--- src/rtl/ser_pkg.sv ---
// Shared definitions for the serial link stages: FSM state encoding, line levels
// and counter sizing.
package ser_pkg;

    typedef enum logic [1:0] {
        IDLE  = 2'd0,
        START = 2'd1,
        DATA  = 2'd2,
        STOP  = 2'd3
    } state_t;

    localparam logic LINE_IDLE = 1'b1;
    localparam logic START_BIT = 1'b0;
    localparam logic STOP_BIT  = 1'b1;

    // Width of a counter that runs 0..n-1; never narrower than one bit.
    function automatic int cnt_w(input int n);
        return (n > 1) ? $clog2(n) : 1;
    endfunction

endpackage

--- src/rtl/bit_timer.sv ---
// DIV-cycle divider: tick_o marks the last cycle of each serial bit period.
// Counting restarts from zero on clear_i or after each tick.
module bit_timer
    import ser_pkg::*;
#(
    parameter int DIV = 4
) (
    input  logic clk,
    input  logic reset,
    input  logic clear_i,
    output logic tick_o
);

    localparam int CW = cnt_w(DIV);

    logic [CW-1:0] div_cnt_q, div_cnt_d;

    assign tick_o = (div_cnt_q == CW'(DIV - 1));

    always_comb begin
        div_cnt_d = div_cnt_q + CW'(1);
        if (clear_i || tick_o) div_cnt_d = '0;
    end

    always_ff @(posedge clk or posedge reset) begin
        if (reset) div_cnt_q <= '0;
        else       div_cnt_q <= div_cnt_d;
    end

endmodule

--- src/rtl/piso_serializer.sv ---
// Parallel-in serial-out transmitter: one word per handshake, framed as
// start bit, WIDTH data bits, stop bit, each bit held DIV cycles.
module piso_serializer
    import ser_pkg::*;
#(
    parameter int WIDTH     = 8,
    parameter int DIV       = 4,
    parameter bit MSB_FIRST = 1'b1
) (
    input  logic             clk,
    input  logic             reset,
    input  logic             in_valid,
    input  logic [WIDTH-1:0] in_data,
    output logic             in_ready,
    output logic             ser_out,
    output logic             busy,
    output logic             done
);

    localparam int BW = $clog2(WIDTH);

    state_t           state_q;
    logic [WIDTH-1:0] sh_q;
    logic [BW-1:0]    bit_cnt_q;
    logic             ser_q, rdy_q, busy_q, done_q;

    logic             tick;
    logic             first_bit, next_bit;
    logic [WIDTH-1:0] sh_shift;

    // Timer is held cleared while idle so START always begins a full bit period.
    bit_timer #(.DIV(DIV)) u_timer (
        .clk     (clk),
        .reset   (reset),
        .clear_i (state_q == IDLE),
        .tick_o  (tick)
    );

    // next_bit is the bit that becomes current once sh_q shifts on this tick.
    assign first_bit = MSB_FIRST ? sh_q[WIDTH-1] : sh_q[0];
    assign next_bit  = MSB_FIRST ? sh_q[WIDTH-2] : sh_q[1];
    assign sh_shift  = MSB_FIRST ? {sh_q[WIDTH-2:0], 1'b0} : {1'b0, sh_q[WIDTH-1:1]};

    always_ff @(posedge clk or posedge reset) begin
        if (reset) begin
            state_q   <= IDLE;
            sh_q      <= '0;
            bit_cnt_q <= '0;
            ser_q     <= LINE_IDLE;
            rdy_q     <= 1'b0;
            busy_q    <= 1'b0;
            done_q    <= 1'b0;
        end else begin
            done_q <= 1'b0;
            case (state_q)
                IDLE: begin
                    rdy_q     <= 1'b1;
                    busy_q    <= 1'b0;
                    ser_q     <= LINE_IDLE;
                    bit_cnt_q <= '0;
                    if (in_valid && rdy_q) begin
                        sh_q    <= in_data;
                        state_q <= START;
                        ser_q   <= START_BIT;
                        rdy_q   <= 1'b0;
                        busy_q  <= 1'b1;
                    end
                end
                START: begin
                    if (tick) begin
                        state_q <= DATA;
                        ser_q   <= first_bit;
                    end
                end
                DATA: begin
                    if (tick) begin
                        sh_q <= sh_shift;
                        if (bit_cnt_q == BW'(WIDTH - 1)) begin
                            state_q   <= STOP;
                            ser_q     <= STOP_BIT;
                            bit_cnt_q <= '0;
                        end else begin
                            bit_cnt_q <= bit_cnt_q + BW'(1);
                            ser_q     <= next_bit;
                        end
                    end
                end
                STOP: begin
                    if (tick) begin
                        state_q <= IDLE;
                        ser_q   <= LINE_IDLE;
                        rdy_q   <= 1'b1;
                        busy_q  <= 1'b0;
                        done_q  <= 1'b1;
                    end
                end
                default: begin
                    state_q <= IDLE;
                    ser_q   <= LINE_IDLE;
                    rdy_q   <= 1'b0;
                    busy_q  <= 1'b0;
                end
            endcase
        end
    end

    assign in_ready = rdy_q;
    assign ser_out  = ser_q;
    assign busy     = busy_q;
    assign done     = done_q;

endmodule

--- config.mk ---
export PLATFORM = sky130hd
export DESIGN_NAME = piso_serializer
export DESIGN_NICKNAME = d
export VERILOG_FILES = /design/src/rtl/ser_pkg.sv /design/src/rtl/bit_timer.sv /design/src/rtl/piso_serializer.sv
export SDC_FILE = /design/constraint.sdc
export NUM_CORES = 1
export LEC_CHECK = 0
export BUFFER_PORTS_ARGS = -buffer_cell sky130_fd_sc_hd__buf_2
export CAP_MARGIN = 30
export CORE_AREA = 2 2 42 59
export CTS_BUF_LIST = sky130_fd_sc_hd__clkbuf_4
export DETAILED_ROUTE_END_ITERATION = 6
export DIE_AREA = 0 0 44 61
export PLACE_DENSITY = 0.75
export RECOVER_POWER = 25
export SLEW_MARGIN = 25
export SYNTH_ARGS = -nofsm -noshare
export SYNTH_HDL_FRONTEND = slang
export SYNTH_HIERARCHICAL = 1
export SYNTH_SLANG_ARGS = --single-unit
--- constraint.sdc ---
create_clock -name clk -period 3.72 [get_ports clk]
set_input_delay 0 -clock clk [delete_from_list [all_inputs] [get_ports clk]]
set_output_delay 0 -clock clk [all_outputs]
set_load 0.02 [all_outputs]
Word-level counts from Yosys, hierarchy flattened --
Cells that the tools add are included.
Storage, ports and cells: memory bits (writable) 0, register bits 19, bits in read-only memories 0, memories kept 0, latch bits 0
Operators by class: equality and inequality tests 10, divide/modulo/power cells 0, reduce and logical (&&, ||, !) cells 10, multiply operators 0, $add $sub $neg 2, $lt $le $gt $ge 0, shift-type cells 0, mux-type cells 25, bitwise operators 0
Operators with widths (number):
- two-way mux 8 bit | 2
- case mux 8 bit (2 select lines) | 1
- two-way mux 2 bit | 6
- two-way mux 1 bit | 9
- case mux 2 bit (4 select lines) | 1
- == test 2 bit (second input constant) | 3
- two-way mux 3 bit | 2
- inequality test 2 x 1 -> 1 bit (second input constant) | 3
- case mux 3 bit (2 select lines) | 1
- AND reduction 3 bit | 2
- AND reduction 5 bit | 1
- inequality test 2 bit (second input constant) | 2
- case mux 1 bit (2 select lines) | 2
- case mux 1 bit (4 select lines) | 1
- AND reduction 2 bit | 2
- nonzero test 2 bit | 2
- adder 3 x 1 -> 3 bit (second input constant) | 1
- == test 3 bit (second input constant) | 1
- adder 2 x 1 -> 2 bit (second input constant) | 1
- == test 2 x 1 -> 1 bit (second input constant) | 1
- zero test 2 bit | 1
- logical AND 1 bit | 1
- logical OR 1 bit | 1

Longest topological paths before layout --
Gate-level depths: netlist (run 1).
depth after elaboration 4, gate-level depth with buffers 6

Modules after synthesis --
The synthesis (run 1) kept the hierarchy.
By module, submodules not included:
- piso_serializer | seq. area each 426.7 sq um, area an instance 935.9 sq um, times used 1, cells each 76
- bit_timer | seq. area each 50.0 sq um, area an instance 88.8 sq um, times used 1, cells each 6

Worst setup path before layout (run 1) --
OpenSTA, ideal clock, no wires.
path kind register -> register, start register state_q[0], end register sh_q[1], setup time 0.125 ns, slack 2.007 ns, required time 3.595 ns, cell stages (with the launch flop) 7, period minus slack after synthesis 1.713 ns, arrival time 1.588 ns, cells stage by stage dfrtp_1 -> inv_1 -> ha_1 -> a21bo_2 -> nor2b_4 -> buf_6 -> mux2_4
Between the ends: longest elaborated chain between the ends 3, elaborated cells between the ends (all ways) 7, classes of those cells eq/ne (3); mux (1); reduce/logical (3)
RTL lines:
- start, declared | RTL line piso_serializer.sv:22 | state_t state_q;
- start signal, assigned | RTL line piso_serializer.sv:46 | state_q <= IDLE;
- start signal, assigned | RTL line piso_serializer.sv:63 | state_q <= START;
- start signal, assigned | RTL line piso_serializer.sv:71 | state_q <= DATA;
- == test 2 bit or zero test 2 bit (tied branches) | RTL line piso_serializer.sv:55 | case (state_q)
- inequality test 2 x 1 -> 1 bit (no source line) (tied with other cells)
- AND reduction 3 bit (no source line)
- end signal, assigned | RTL line piso_serializer.sv:62 | sh_q <= in_data;
- end signal, assigned | RTL line piso_serializer.sv:77 | sh_q <= sh_shift;
- end, declared | RTL line piso_serializer.sv:23 | logic [WIDTH-1:0] sh_q;
Parallel ways exist; a longest one is shown, timed or not. A chain may end at the register's enable or synchronous reset.

Final worst setup path (run 1) --
start register state_q[0], end register sh_q[2]
Same word-level chain as after synthesis.

==> run metrics, run 1 <==
syn nets=100; Min-Delay Path Class=in -> reg; worst relative slew slack=57.62%; Avg Cell Area, Syn=12.50 um^2; Startpoint Class=flop; area post-placement=0.001101 mm^2; final instance area=0.001146 mm^2; Setup CP Type=reg -> reg; family with the most delay on the worst path=multiplexers; r2r worst-path depth=5; Gate Count Post-Synth=82; Worst Tran Pin Value=635.0 ps; max cap viols=0; Final #Nets=118; H-Tree Depth=1; Seq/Total Area, Yosys=46.52%; clock-pin slew on the worst setup and hold paths=110 ps; Post-route DRC=0; clock tree sinks=19; wire length per cell=14.58 um; worst hold start=in_data[3]; WL met3=57 um; pre-CTS worst setup slack=1699 ps; crit path max fanout=13; routability cong.=0.7376; height of the die=61 um; cells along the critical path=inv_1 -> ha_1 -> mux2i_1 -> nor2b_4 -> mux2_4; Unique masters post-synth=28; RR Endpoint=sh_q[2]; post-synthesis register bit count=19; Die Wd=44 um; Final Core Density=53.26%; Data required, critical path=3910 ps; number of synthesis warnings=6; f_max=491.9 MHz; skew final=10.42 ps; Arr. time, crit path=2220 ps; hold slack=44.57 ps; GR Overflow Total=0; Yosys top cell area share=43.96%; DR iter-0 viols=12; drt total wl=1.764 mm; Yosys top cell by area=dfrtp_1; dpl cells=115; setup bufs post-CTS=0; number of synthesized flops with an enable pin=0; ant diodes=0; worst path bufs/invs=1; setup tns final=0 ps; root buf cell=clkbuf_4; Lkg Pwr=0.5477 nW; largest net degree at the start of global routing=18; vias per std cell=5.628; vias=681; CTS tree=yes; Mapped Area=0.001025 mm^2; R2R Setup Slk=1690 ps; total track usage=15.75%; critical path's largest stage delay=470 ps; most used flip-flop cell after synthesis=dfrtp_1; Peak VDD IR=391.1 uV; WL met2=914 um; antenna viol nets, final=0; IO Pins=15; FP Rows=20; top layer in use=met4; RSZ-0062 raised after global routing=no; outcome=complete, no violations; period utilisation layout=54.65%; worst skew pair latency=310 ps; Final Hold Viols=0; FFs w/ async S/R, synth=100.0%; Clock Tree Buf Depth=2; Crit. End Element=flop; die area=0.002684 mm^2; drt pass-1 iters=2; Hold EP=sh_q[3]; Final Power=1.003 mW; Starting Density=47.62%; fraction of layout instances using a drive strength above 1=38.38%; Hold Path Depth=3; clock buffer count from CTS=3; Core Region=0.002152 mm^2; Area contributors post-synth=dfrtp_1 44%, mux2_4 10%, mux2_2 8.8%, ha_1 8.5%, o21ai_0 3.9%; wire length on met1=752 um; power per cell area=874.7 mW/mm^2; DP Wirelength=1.290 mm; Final min period=2033 ps; Port Buffers=14; Final WS setup=1687 ps; Synth-to-Final Area Change=11.84%; vias in the first global route=729; number of fill cells in the layout=199; max-slew violation count=0; non-filler cells, final=121; first-pass GRT wire length=3.091 mm; worst reg2reg path startpoint=state_q[0]; initial antenna violation count=0; CP max-delay cell=ha_1; final setup fails=0
## tightest hold or removal path: cells and delay by family
family | cells | cell delay (ps)
muxes | 2 | 260
buffers and inverters | 1 | 70
## synthesized netlist by cell type, drive strengths merged (2+ instances only)
master  number
a21oi        3
buf          3
dfrtp       18
ha           7
inv          7
mux2        15
mux2i        2
nand2        2
nor3         2
o21ai        8
## per-layer routing
metal / GRT usage (%) / up-vias
met3: 1.786 / 4
met2: 28.99 / 18
li1: - / 328
met5: 0 / -
met4: 9.091 / 0
met1: 17.11 / 331
## registers in the layout, indices dropped and copies added (netlist names)
signal / cells
sh_q: 8
bit_cnt_q: 3
state_q: 2
u_timer/div_cnt_q: 2
busy: 1
done: 1
in_ready: 1
ser_out: 1
## repair_timing
item / CTS / global route
hold buffers: 2 / 0
resized for setup: 0 / 0
setup endpoints to repair: 0 / 0
hold endpoints to repair: 19 / 0
## where the power goes
group | switching [mW] | leakage [nW] | internal (mW) | total, mW
registers | 0.0600 | 0.233 | 0.305 | 0.365
logic | 0.246 | 0.297 | 0.286 | 0.532
clock network | 0.0656 | 0.0177 | 0.0402 | 0.106
total | 0.372 | 0.548 | 0.631 | 1.00
## worst max-delay path by stage
stage                from       to  slack [ps]  cells after the start
3_5_place_dp   state_q[0]  sh_q[2]        1700                      5
5_1_grt        state_q[0]  sh_q[2]        1550                      5
2_1_floorplan  state_q[0]  sh_q[1]        2010                      6
6_report       state_q[0]  sh_q[2]        1690                      5
3_3_place_gp   state_q[0]  sh_q[1]        1760                      5
4_1_cts        state_q[0]  sh_q[2]        1660                      5
## cells in the final DEF, fill, tap and decap left out
cell / synthesis / layout
nand2b_1: 1 / 1
o221a_2: 1 / 1
nand3_1: 1 / 1
buf_2: 2 / 12
nor3b_2: 1 / 1
dfstp_2: 1 / 1
nand2_1: 2 / 2
mux2_2: 8 / 8
a21oi_1: 3 / 3
and2_1: 1 / 1
o32a_1: 1 / 1
o41ai_1: 1 / 1
nor2b_4: 1 / 1
a21bo_2: 1 / 1
o21a_1: 1 / 1
nand4_1: 1 / 1
mux2_4: 7 / 7
nor3_1: 1 / 1
mux2i_1: 2 / 2
dfrtp_1: 18 / 18
nor2_1: 1 / 1
a31o_2: 1 / 1
a32o_1: 1 / 1
dlygate4sd3_1: 0 / 2
clkbuf_1: 0 / 2
clkinv_2: 0 / 1
ha_1: 7 / 7
inv_1: 7 / 7
nor3_2: 1 / 1
o21ai_0: 8 / 8
clkbuf_4: 0 / 3
## logic make-up after synthesis
| family | count (synthesis) | synth area share [%] |
|---|---|---|
| buf+inv | 10 | 4.640 |
| compound gates | 18 | 11.84 |
| fa+ha+maj | 7 | 8.547 |
| mux | 17 | 21.00 |
| flops | 19 | 46.52 |
| simple gates | 11 | 7.448 |
## layout make-up
| type | instances | area [um^2] | area share (%) |
|---|---|---|---|
| multi-input combinational | 53 | 500.5 | 43.67 |
| sequential | 19 | 476.7 | 41.59 |
| timing repair buffer | 16 | 87.58 | 7.642 |
| tap | 22 | 27.53 | 2.402 |
| inverter | 7 | 26.28 | 2.293 |
| clock buffer | 3 | 22.52 | 1.965 |
| clock inverter | 1 | 5.005 | 0.4367 |
Power figures use the tool's default switching activity.
==> run 2: changes to the inputs <==
--- a/config.mk
+++ b/config.mk
@@ -5,6 +5,7 @@
 export SDC_FILE = /design/constraint.sdc
 export NUM_CORES = 1
 export LEC_CHECK = 0
+export ABC_AREA = 1
 export BUFFER_PORTS_ARGS = -buffer_cell sky130_fd_sc_hd__buf_2
 export CAP_MARGIN = 30
 export CORE_AREA = 2 2 42 59
==> constraint.sdc (replaced) <==
create_clock -name clk -period 2.1 [get_ports clk]
set_input_delay 0 -clock clk [delete_from_list [all_inputs] [get_ports clk]]
set_output_delay 0 -clock clk [all_outputs]
set_load 0.02 [all_outputs]
==> run metrics, run 2 <==
syn nets=150 (was 100); Unique masters post-synth=19 (was 28); total track usage=18.05% (was 15.75%); FP Rows=20 (unchanged); number of synthesized flops with an enable pin=0 (unchanged); Reg power frac=35.3% (was 36.4%); Lkg Pwr=0.7047 nW (was 0.5477 nW); Area contributors post-synth=dfrtp_1 44%, nand2_1 22%, ha_1 8.6%, inv_1 5.5%, nor2_1 3.3% (was dfrtp_1 44%, mux2_4 10%, mux2_2 8.8%, ha_1 8.5%, o21ai_0 3.9%); Final WS setup=619.3 ps (was 1687 ps); antenna viol nets, final=0 (unchanged); crit path max fanout=9 (was 13); Gate Count Post-Synth=132 (was 82); area post-placement=0.001121 mm^2 (was 0.001101 mm^2); max-slew violation count=0 (unchanged); Data required, critical path=2290 ps (was 3910 ps); CTS tree=yes (unchanged); final instance area=0.001206 mm^2 (was 0.001146 mm^2); clock tree sinks=19 (unchanged); Post-route DRC=0 (unchanged); Port Buffers=14 (unchanged); power per cell area=1476 mW/mm^2 (was 874.7 mW/mm^2); clock buffer count from CTS=3 (unchanged); Final #Nets=175 (was 118); fraction of layout instances using a drive strength above 1=16.03% (was 38.38%); setup tns final=0 ps (unchanged); Core Region=0.002152 mm^2 (unchanged); Gate power share=54.3% (was 53.1%); Internal=0.9548 mW (was 0.6309 mW); ant diodes=0 (unchanged); Crit. End Element=flop (unchanged); Yosys top cell by area=dfrtp_1 (unchanged); IO Pins=15 (unchanged); worst relative slew slack=56.50% (was 57.62%); H-Tree Depth=1 (unchanged); clock-pin slew on the worst setup and hold paths=110 ps (about the same); vias=870 (was 681); most frequent cell after synthesis=nand2_1 (was dfrtp_1); vias per std cell=4.888 (was 5.628); DP Wirelength=1.521 mm (was 1.290 mm); skew final=6.216 ps (was 10.42 ps); Starting Density=47.44% (was 47.62%); Arr. time, crit path=1670 ps (was 2220 ps); FFs w/ async S/R, synth=100.0% (unchanged); DR iter-0 viols=12 (unchanged); height of the die=61 um (unchanged); die area=0.002684 mm^2 (unchanged); Final Hold Viols=0 (unchanged); max cap viols=0 (unchanged); NetSw=0.8251 mW (was 0.3716 mW); root buf cell=clkbuf_4 (unchanged); gr busiest metal=met2 (unchanged); Yosys top cell area share=44.12% (was 43.96%); post-synthesis register bit count=19 (unchanged); worst skew pair latency=300 ps (was 310 ps); Mapped Area=0.001021 mm^2 (was 0.001025 mm^2); Startpoint Class=flop (unchanged); met1 Usage GRT=18.68% (was 17.11%); drt total wl=1.977 mm (was 1.764 mm); most used flip-flop cell after synthesis=dfrtp_1 (unchanged); Avg Cell Area, Syn=7.735 um^2 (was 12.50 um^2); pre-CTS worst setup slack=629.1 ps (was 1699 ps); f_max=675.4 MHz (was 491.9 MHz); wire length per cell=11.11 um (was 14.58 um); outcome=complete, no violations (unchanged); Die Wd=44 um (unchanged); M2 GR Usage=35.08% (was 28.99%); Final Core Density=56.05% (was 53.26%); commonest cells in the netlist=61 x nand2_1, 18 x dfrtp_1, 15 x inv_1, 9 x nor2_1, 7 x ha_1 (was 18 x dfrtp_1, 8 x mux2_2, 8 x o21ai_0); met3 Usage GRT=1.786% (unchanged); largest net degree at the start of global routing=18 (unchanged); Most flops, register=sh_q (unchanged); largest registers=sh_q: 8 flops, bit_cnt_q: 3 flops (unchanged); routability cong.=0.7315 (was 0.7376); initial antenna violation count=0 (unchanged); setup bufs post-CTS=0 (unchanged); Synth-to-Final Area Change=18.14% (was 11.84%); Peak VDD IR=663.1 uV (was 391.1 uV); most frequent cells in the layout=61 x nand2_1, 18 x dfrtp_1, 15 x inv_1, 12 x buf_2, 9 x nor2_1 (was 18 x dfrtp_1, 12 x buf_2, 8 x mux2_2, 8 x o21ai_0); Sw Ratio=46.36% (was 37.06%); Min-Delay Path Class=in -> reg (unchanged); commonest non-fill, non-tap cell in the layout=nand2_1 (was dfrtp_1); Largest register FFs=8 (unchanged); Final min period=1481 ps (was 2033 ps); RSZ-0062 raised after global routing=no (unchanged); number of synthesis warnings=6 (unchanged); Clock Tree Buf Depth=2 (unchanged); GR Overflow Total=0 (unchanged); Seq/Total Area, Yosys=46.69% (was 46.52%); Final Power=1.780 mW (was 1.003 mW); first-pass GRT wire length=3.498 mm (was 3.091 mm); final setup fails=0 (unchanged); Setup CP Type=reg -> reg (unchanged); clock share of power=10.4% (was 10.6%); drt pass-1 iters=4 (was 2); number of fill cells in the layout=216 (was 199); vias in the first global route=833 (was 729); Worst Tran Pin Value=651.7 ps (was 635.0 ps); period utilisation layout=70.51% (was 54.65%)
[run 2: changes by cell type after synthesis, sizes merged, moves of 2 or more]
| cell | delta |
|---|---|
| a21oi | -2 |
| inv | +9 |
| mux2 | -15 |
| mux2i | -2 |
| nand2 | +61 |
| nand3 | +2 |
| nor2 | +10 |
| nor3 | -2 |
| o21ai | -2 |
[run 2: worst max-delay path: stages (launching register included)]
cell     delay (ps)
dfrtp_1         410
inv_1            80
ha_1            260
nor2_1          250
nor2_4           80
nand2_4         120
inv_6            60
nand2_1          50
nand2_1          50
[run 2: stage by stage]
stage	std cells	hold slack (ps)
floorplan	132	-258.8
global placement	168	-143.6
detailed placement	168	-130.3
CTS	178	16.96
global route	178	23.84
finish	178	20.18
[run 2: logic make-up after synthesis]
family,count (synthesis),synth area share (%)
buffers and inverters,18,7.598
DFF,19,46.69
adders and majority gates,7,8.578
AOI/OAI and AO/OA,9,5.268
and+or+nand+nor,79,31.86
[run 2: metal layers]
layer | vias up | share of wire (%)
li1 | 452 | -
met1 | 397 | 39
met2 | 17 | 56
met3 | 4 | 3.1
met4 | 0 | 1.6
met5 | - | 0
[run 2: layout make-up]
type	count	area, um^2	area share (%)
multi-input combinational	95	466.7	38.69
clock inverter	1	5.005	0.4149
timing repair buffer	22	142.6	11.83
sequential	19	476.7	39.52
tap	22	27.53	2.282
clock buffer	3	22.52	1.867
inverter	16	65.06	5.394
[run 2: what timing repair did]
action | CTS | global route
endpoints found under the hold margin | 23 | 0
hold buffers | 6 | 0
resized for setup | 0 | 0
endpoints found under the setup margin | 0 | 0
[run 2: path summary, 6_finish.rpt]
| path | start | endpoint | slack [ps] | cells past startpoint |
|---|---|---|---|---|
| worst max-delay path | state_q[0] | sh_q[3] | 620 | 8 |
| worst min-delay path | in_data[3] | sh_q[3] | 20 | 5 |
| worst max register to register | state_q[0] | sh_q[3] | 620 | 8 |
| worst min register to register | u_timer/div_cnt_q[0] | u_timer/div_cnt_q[0] | 450 | 1 |
| max in group asynchronous | reset | bit_cnt_q[2] | 1360 | 3 |
| min in group asynchronous | reset | u_timer/div_cnt_q[1] | 80 | 3 |
[run 2: power groups by stage]
stage | Clock, mW | Sequential, mW | Combinational, mW
after floorplan | 0 | 0.653 | 0.728
after global placement | 0 | 0.629 | 0.941
after detailed placement | 0 | 0.639 | 0.970
after CTS | 0.192 | 0.631 | 0.986
after global routing | 0.203 | 0.648 | 1.15
final | 0.185 | 0.628 | 0.967
